<file path="src/rtl/instr_queue_pkg.sv">
`default_nettype none
// ============================================================================
// Module      : instr_queue_pkg
// Description : Shared widths and constants for the instruction queue.
// Revision    : 1.0 - initial release
// ============================================================================
package instr_queue_pkg;

    localparam int                IWIDTH    = 32;
    localparam int                IQ_DEPTH  = 4;
    localparam logic [IWIDTH-1:0] NOP_INSTR = 32'h0000_0000;

endpackage : instr_queue_pkg
`default_nettype wire

</file>
<file path="src/rtl/instr_queue_if.sv">
`default_nettype none
// ============================================================================
// Module      : instr_queue_if
// Description : Fetch/decode-side bus of the instruction queue.
//               iq_o_overflow exists only when IQ_OVERFLOW_CHK_EN is defined.
// Revision    : 1.0 - initial release
// ============================================================================
interface instr_queue_if
    import instr_queue_pkg::*;
#(
    parameter int DEPTH = IQ_DEPTH
) ();

    logic [IWIDTH-1:0]      iq_i_mem_instr;
    logic                   iq_i_mem_valid;
    logic                   iq_i_stall;
    logic                   iq_i_flush;
    logic [IWIDTH-1:0]      iq_o_instr;
    logic                   iq_o_check_queue;
    logic                   iq_o_full;
    logic [$clog2(DEPTH):0] iq_o_count;
`ifdef IQ_OVERFLOW_CHK_EN
    logic                   iq_o_overflow;

    modport master (
        output iq_i_mem_instr, iq_i_mem_valid, iq_i_stall, iq_i_flush,
        input  iq_o_instr, iq_o_check_queue, iq_o_full, iq_o_count, iq_o_overflow
    );
    modport slave (
        input  iq_i_mem_instr, iq_i_mem_valid, iq_i_stall, iq_i_flush,
        output iq_o_instr, iq_o_check_queue, iq_o_full, iq_o_count, iq_o_overflow
    );
`else
    modport master (
        output iq_i_mem_instr, iq_i_mem_valid, iq_i_stall, iq_i_flush,
        input  iq_o_instr, iq_o_check_queue, iq_o_full, iq_o_count
    );
    modport slave (
        input  iq_i_mem_instr, iq_i_mem_valid, iq_i_stall, iq_i_flush,
        output iq_o_instr, iq_o_check_queue, iq_o_full, iq_o_count
    );
`endif

endinterface : instr_queue_if
`default_nettype wire

</file>
<file path="src/rtl/instr_queue.sv">
`default_nettype none
// ============================================================================
// Module      : instr_queue
// Description : In-order instruction queue between instruction memory and
//               decode; bypassed when empty and decode is free.
//               Optional sticky overflow flag: define IQ_OVERFLOW_CHK_EN.
// Revision    : 1.0 - initial release
// ============================================================================
module instr_queue
    import instr_queue_pkg::*;
#(
    parameter int DEPTH = IQ_DEPTH
) (
    input  wire logic    iq_i_clk,
    input  wire logic    iq_i_rst,
    instr_queue_if.slave iq
);

    localparam int AWIDTH = $clog2(DEPTH);
    localparam int CWIDTH = AWIDTH + 1;
    localparam logic [CWIDTH-1:0] C_FULL_CNT = CWIDTH'(DEPTH);

    logic [IWIDTH-1:0] mem_q [DEPTH];
    logic [AWIDTH-1:0] wr_ptr_q, wr_ptr_d;
    logic [AWIDTH-1:0] rd_ptr_q, rd_ptr_d;
    logic [CWIDTH-1:0] count_q,  count_d;

    logic w_empty;
    logic w_full;
    logic w_pop;
    logic w_push;

    assign w_empty = (count_q == '0);
    assign w_full  = (count_q == C_FULL_CNT);
    assign w_pop   = !iq.iq_i_stall && !w_empty;
    // An empty queue with decode free is the bypass path: nothing is stored.
    assign w_push  = iq.iq_i_mem_valid && (iq.iq_i_stall || !w_empty) && (!w_full || w_pop);

    always_comb begin
        wr_ptr_d = wr_ptr_q;
        rd_ptr_d = rd_ptr_q;
        count_d  = count_q;
        if (iq.iq_i_flush) begin
            wr_ptr_d = '0;
            rd_ptr_d = '0;
            count_d  = '0;
        end else begin
            if (w_push) wr_ptr_d = wr_ptr_q + 1'b1;
            if (w_pop)  rd_ptr_d = rd_ptr_q + 1'b1;
            if (w_push && !w_pop)      count_d = count_q + 1'b1;
            else if (w_pop && !w_push) count_d = count_q - 1'b1;
        end
    end

    always_ff @(posedge iq_i_clk) begin
        if (!iq_i_rst) begin
            wr_ptr_q <= '0;
            rd_ptr_q <= '0;
            count_q  <= '0;
            for (int i = 0; i < DEPTH; i++) mem_q[i] <= NOP_INSTR;
        end else begin
            wr_ptr_q <= wr_ptr_d;
            rd_ptr_q <= rd_ptr_d;
            count_q  <= count_d;
            if (w_push && !iq.iq_i_flush) mem_q[wr_ptr_q] <= iq.iq_i_mem_instr;
        end
    end

    assign iq.iq_o_instr       = w_empty ? NOP_INSTR : mem_q[rd_ptr_q];
    assign iq.iq_o_check_queue = !w_empty;
    assign iq.iq_o_full        = w_full;
    assign iq.iq_o_count       = count_q;

`ifdef IQ_OVERFLOW_CHK_EN
    logic ovf_q, ovf_d;

    always_comb begin
        ovf_d = ovf_q;
        if (w_full && iq.iq_i_stall && iq.iq_i_mem_valid && !iq.iq_i_flush) ovf_d = 1'b1;
    end

    always_ff @(posedge iq_i_clk) begin
        if (!iq_i_rst) ovf_q <= 1'b0;
        else           ovf_q <= ovf_d;
    end

    assign iq.iq_o_overflow = ovf_q;
`endif

endmodule : instr_queue
`default_nettype wire

</file>
<file path="src/flat_wrapper.sv">
// flat-port wrapper written by rule: the top's interface ports become plain ports
module instr_queue_flat import instr_queue_pkg::*;
#(
    parameter int DEPTH = IQ_DEPTH
)
  (iq_i_clk, iq_i_rst, iq_iq_i_mem_instr, iq_iq_i_mem_valid, iq_iq_i_stall, iq_iq_i_flush, iq_iq_o_instr, iq_iq_o_check_queue, iq_iq_o_full, iq_iq_o_count);
  instr_queue_if #(.DEPTH(DEPTH)) iq_i ();
  input  wire logic iq_i_clk;
  input  wire logic iq_i_rst;
  input wire logic [$bits(iq_i.iq_i_mem_instr)-1:0] iq_iq_i_mem_instr;
  input wire logic [$bits(iq_i.iq_i_mem_valid)-1:0] iq_iq_i_mem_valid;
  input wire logic [$bits(iq_i.iq_i_stall)-1:0] iq_iq_i_stall;
  input wire logic [$bits(iq_i.iq_i_flush)-1:0] iq_iq_i_flush;
  output wire logic [$bits(iq_i.iq_o_instr)-1:0] iq_iq_o_instr;
  output wire logic [$bits(iq_i.iq_o_check_queue)-1:0] iq_iq_o_check_queue;
  output wire logic [$bits(iq_i.iq_o_full)-1:0] iq_iq_o_full;
  output wire logic [$bits(iq_i.iq_o_count)-1:0] iq_iq_o_count;
  assign iq_i.iq_i_mem_instr = iq_iq_i_mem_instr;
  assign iq_i.iq_i_mem_valid = iq_iq_i_mem_valid;
  assign iq_i.iq_i_stall = iq_iq_i_stall;
  assign iq_i.iq_i_flush = iq_iq_i_flush;
  assign iq_iq_o_instr = iq_i.iq_o_instr;
  assign iq_iq_o_check_queue = iq_i.iq_o_check_queue;
  assign iq_iq_o_full = iq_i.iq_o_full;
  assign iq_iq_o_count = iq_i.iq_o_count;
  instr_queue #(.DEPTH(DEPTH)) u_core (.iq_i_clk(iq_i_clk), .iq_i_rst(iq_i_rst), .iq(iq_i));
endmodule
</file>
<file path="config.mk">
export PLATFORM = sky130hd
export DESIGN_NAME = instr_queue_flat
export DESIGN_NICKNAME = d
export VERILOG_FILES = /design/src/rtl/instr_queue_pkg.sv /design/src/rtl/instr_queue_if.sv /design/src/rtl/instr_queue.sv /design/src/flat_wrapper.sv
export SDC_FILE = /design/constraint.sdc
export NUM_CORES = 1
export LEC_CHECK = 0
export BUFFER_PORTS_ARGS = -buffer_cell sky130_fd_sc_hd__buf_4
export CORE_AREA = 2 2 103 105
export CTS_CLUSTER_DIAMETER = 120
export DETAILED_ROUTE_END_ITERATION = 8
export DIE_AREA = 0 0 105 107
export PLACE_DENSITY = 0.84
export RECOVER_POWER = 100
export SLEW_MARGIN = 20
export SYNTH_ARGS = -nofsm -noshare
export SYNTH_HDL_FRONTEND = slang
export SYNTH_SLANG_ARGS = --single-unit
</file>
<file path="constraint.sdc">
create_clock -name iq_i_clk -period 12.3 [get_ports iq_i_clk]
set_clock_uncertainty 0.2 [all_clocks]
set_input_delay 0.615 -clock iq_i_clk [delete_from_list [all_inputs] [get_ports iq_i_clk]]
set_output_delay 0.615 -clock iq_i_clk [all_outputs]
set_load 0.01 [all_outputs]
</file>
==> flow_summary_export.csv <==
group,metric,value,unit
drt,drt_iter0_drc,219,
logic_synthesis,yosys_warnings,0,
global_route,grt_pass1_vias,3921,
layout,utilization,0.720,
cts,ctsHoldBuffers,0,
critical_path,worstPathRequired,12240,ps
floorplanning,die-width,105,um
timing,hold_viol,0,
global_route,grt_max_degree,38,
hold_path,hold_end,"u_core.mem_q[1][2]",
logic_synthesis,seq_area_frac_synth,0.648,
critical_path,cp-end-kind,"flop",
timing,tightest_slew,2550,ps
layout,nNetsFinal,518,
drt,ant_nets,0,
layout,final_layout_size_suffix_gt1_frac,0.213,
cts,cts_root_buf,"clkbuf_8",
power,power,1.15,mW
placed_design,dp.cells,596,
layout,multiInputGateArea,0.00205,sq mm
layout,regArea,0.00403,sq mm
logic_synthesis,ys_types,32,
hold_path,hold_path.startpoint,"iq_iq_i_mem_instr[2]",
timing,fmax,221,MHz
job,cap_violations,6,
hold_path,hold_class,"input port to flop",
critical_path,rr_endpoint,"u_core.mem_q[3][26]",
floorplanning,initial_utilization,0.615,
cts,cts_resized,0,
timing,fin_crit_sh,0.368,
global_route,globalRouteTotalUtil,0.247,
critical_path,rrSetupSlack,7780,ps
floorplanning,rows,37,
critical_path,crit_fanout,18,
drt,drcViolationCount,0,
hold_path,holdPathStages,2,
drt,wl,12800,um
drt,vias_per_cell,5.90,
critical_path,critPathKind,"flop to flop",
critical_path,ff2ff_path_depth,4,
logic_synthesis,syn_area_per_cell,15.3,sq um
drt,dr.pass1.iters,5,
timing,worst_slack,7780,ps
timing,report.final.slew_viol_count,186,
outcome,status,"complete, but fails checks",
placed_design,pre_cts_ws,8910,ps
global_route,grt.overflow.total,0,
cts,clock_latency,530,ps
layout,area_growth,17.0,%
drt,route.vias.total,3706,
timing,setup_violations,0,
timing,whs,180,ps
power,leakage,2.79,nW
logic_synthesis,syn-num-nets,446,
logic_synthesis,netlist_instances,407,
placed_design,portBuffers,73,
outcome,violations,"max-capacitance violations, max-slew violations",
timing,maxSlewHeadroom,-0.716,
cts,clkTransAtPathRegs,60,ps
critical_path,r2r_start,"u_core.iq.iq_o_count[2]",
cts,cts_setup_buffers,0,
timing,tns,0,ps
layout,final_cell_count_no_fill,628,
floorplanning,core_area,0.0101,sq mm
critical_path,critical_path_arrival,4470,ps
floorplanning,die-area,0.0112,sq mm
cts,ctsLongestPathBuffers,2,
power,ir_drop,0.0000965,V
placed_design,gp_congestion,0.778,
floorplanning,ioPinCount,74,
drt,wl_per_cell,20.4,um
placed_design,placement.cell_area,0.00695,sq mm
timing,period_minus_slack,4520,ps
logic_synthesis,synth-seq-cells,137,
logic_synthesis,netlist_area,0.00621,sq mm
global_route,grt_pass1_wl,20400,um
cts,cts_tree,"built",
cts,cts_buffers,17,
layout,finalInstanceArea,0.00727,sq mm
critical_path,start_kind,"flop",
timing,rsz0062_at_grt,"false",
layout,num_antenna_cells,0,
global_route,antenna_found_initial,0,
placed_design,dp_hpwl,7510,um
cts,cts.sinks,137,
layout,nFillCells,683,
power,power_density,158,mW/mm^2
cts,htreeDepth,4,
floorplanning,chipHeight,107,um
## power by group
part	leakage, nW	switching (mW)	internal (mW)
clock	0.264	0.177	0.284
sequential	1.40	0.0109	0.537
combinational	1.13	0.0850	0.0538
total	2.79	0.273	0.875
## Yosys cell counts, drive strengths merged
library cell	count	share of area
a21o	1	0.0012
a2111oi	1	0.0044
or2	1	0.0010
buf	5	0.0038
and2	65	0.065
o41ai	1	0.0014
fa	1	0.0032
inv	5	0.0030
nand2	2	0.0012
o21bai	1	0.0012
mux2i	1	0.0016
nand2b	4	0.0040
nor3	1	0.00081
and3	65	0.065
xnor2	1	0.0026
mux2	1	0.0018
nor2b	33	0.033
dfxtp	9	0.029
mux4	32	0.12
or3	3	0.0030
o21ai	3	0.0024
nor2	6	0.0036
a21oi	5	0.0040
edfxtp	128	0.62
xor2	2	0.0028
a211oi	2	0.0040
clkbuf	25	0.016
ha	1	0.0020
o31ai	2	0.0024
## registers in the layout, indices dropped and copies added, names as in the netlist, named ones only
signal,flops
u_core.mem_q,128
u_core.wr_ptr_q,2
u_core.rd_ptr_q,2
u_core.iq.iq_o_count,3
## worst max-delay path by stage
| stage | slack (ps) | depth (start not counted) | startpoint | endpoint |
|---|---|---|---|---|
| after floorplan | 7240 | 3 | iq_iq_i_stall | u_core.mem_q[0][0] |
| after global placement | 9010 | 10 | iq_iq_i_stall | u_core.iq.iq_o_count[2] |
| after detailed placement | 8910 | 10 | iq_iq_i_stall | u_core.iq.iq_o_count[2] |
| after CTS | 8890 | 4 | flop | iq_iq_o_instr[0] |
| after global routing | 7490 | 4 | u_core.iq.iq_o_count[2] | u_core.mem_q[3][15] |
| final | 7780 | 4 | u_core.iq.iq_o_count[2] | u_core.mem_q[3][26] |
## area by class of cell
type                            count  share of cell area
Timing Repair Buffer               83              0.0646
Clock inverter                     11              0.0145
Clock buffer                       21              0.0591
Tap cell                          136              0.0234
Sequential cell                   137               0.554
Inverter                            5             0.00258
Multi-Input combinational cell    235               0.282
## cells in the final DEF (no fill, tap or decap), types with 8 or more instances in the layout
master,synthesis,layout
edfxtp_1,128,128
and3_1,65,64
clkbuf_1,22,47
and2_0,0,41
buf_4,0,38
nor2b_1,33,33
mux4_2,32,32
and2_1,65,24
clkbuf_16,0,16
dfxtp_1,9,8
## routing by layer
metal / routed length [um] / vias up / GRT usage
li1: - / 1668 / -
met1: 5000 / 1855 / 0.301
met2: 6720 / 158 / 0.416
met3: 833 / 25 / 0.0614
met4: 278 / 0 / 0.118
met5: 0 / - / 0
## critical path, stage by stage (launching register included)
cell and delay (ps):
dfxtp_1 440, xnor2_1 260, a21o_1 320, o31ai_1 1990
clkbuf_1 920
## logic make-up after synthesis
group | Yosys count | synth area share
adders and majority gates | 2 | 0.00524
and+or+nand+nor | 180 | 0.178
muxes | 34 | 0.120
buffers and inverters | 35 | 0.0226
DFF | 137 | 0.648
xor gates and xnor gates | 3 | 0.00544
AOI/OAI and AO/OA | 16 | 0.0212
No activity file was read; power rests on OpenSTA's default activity.
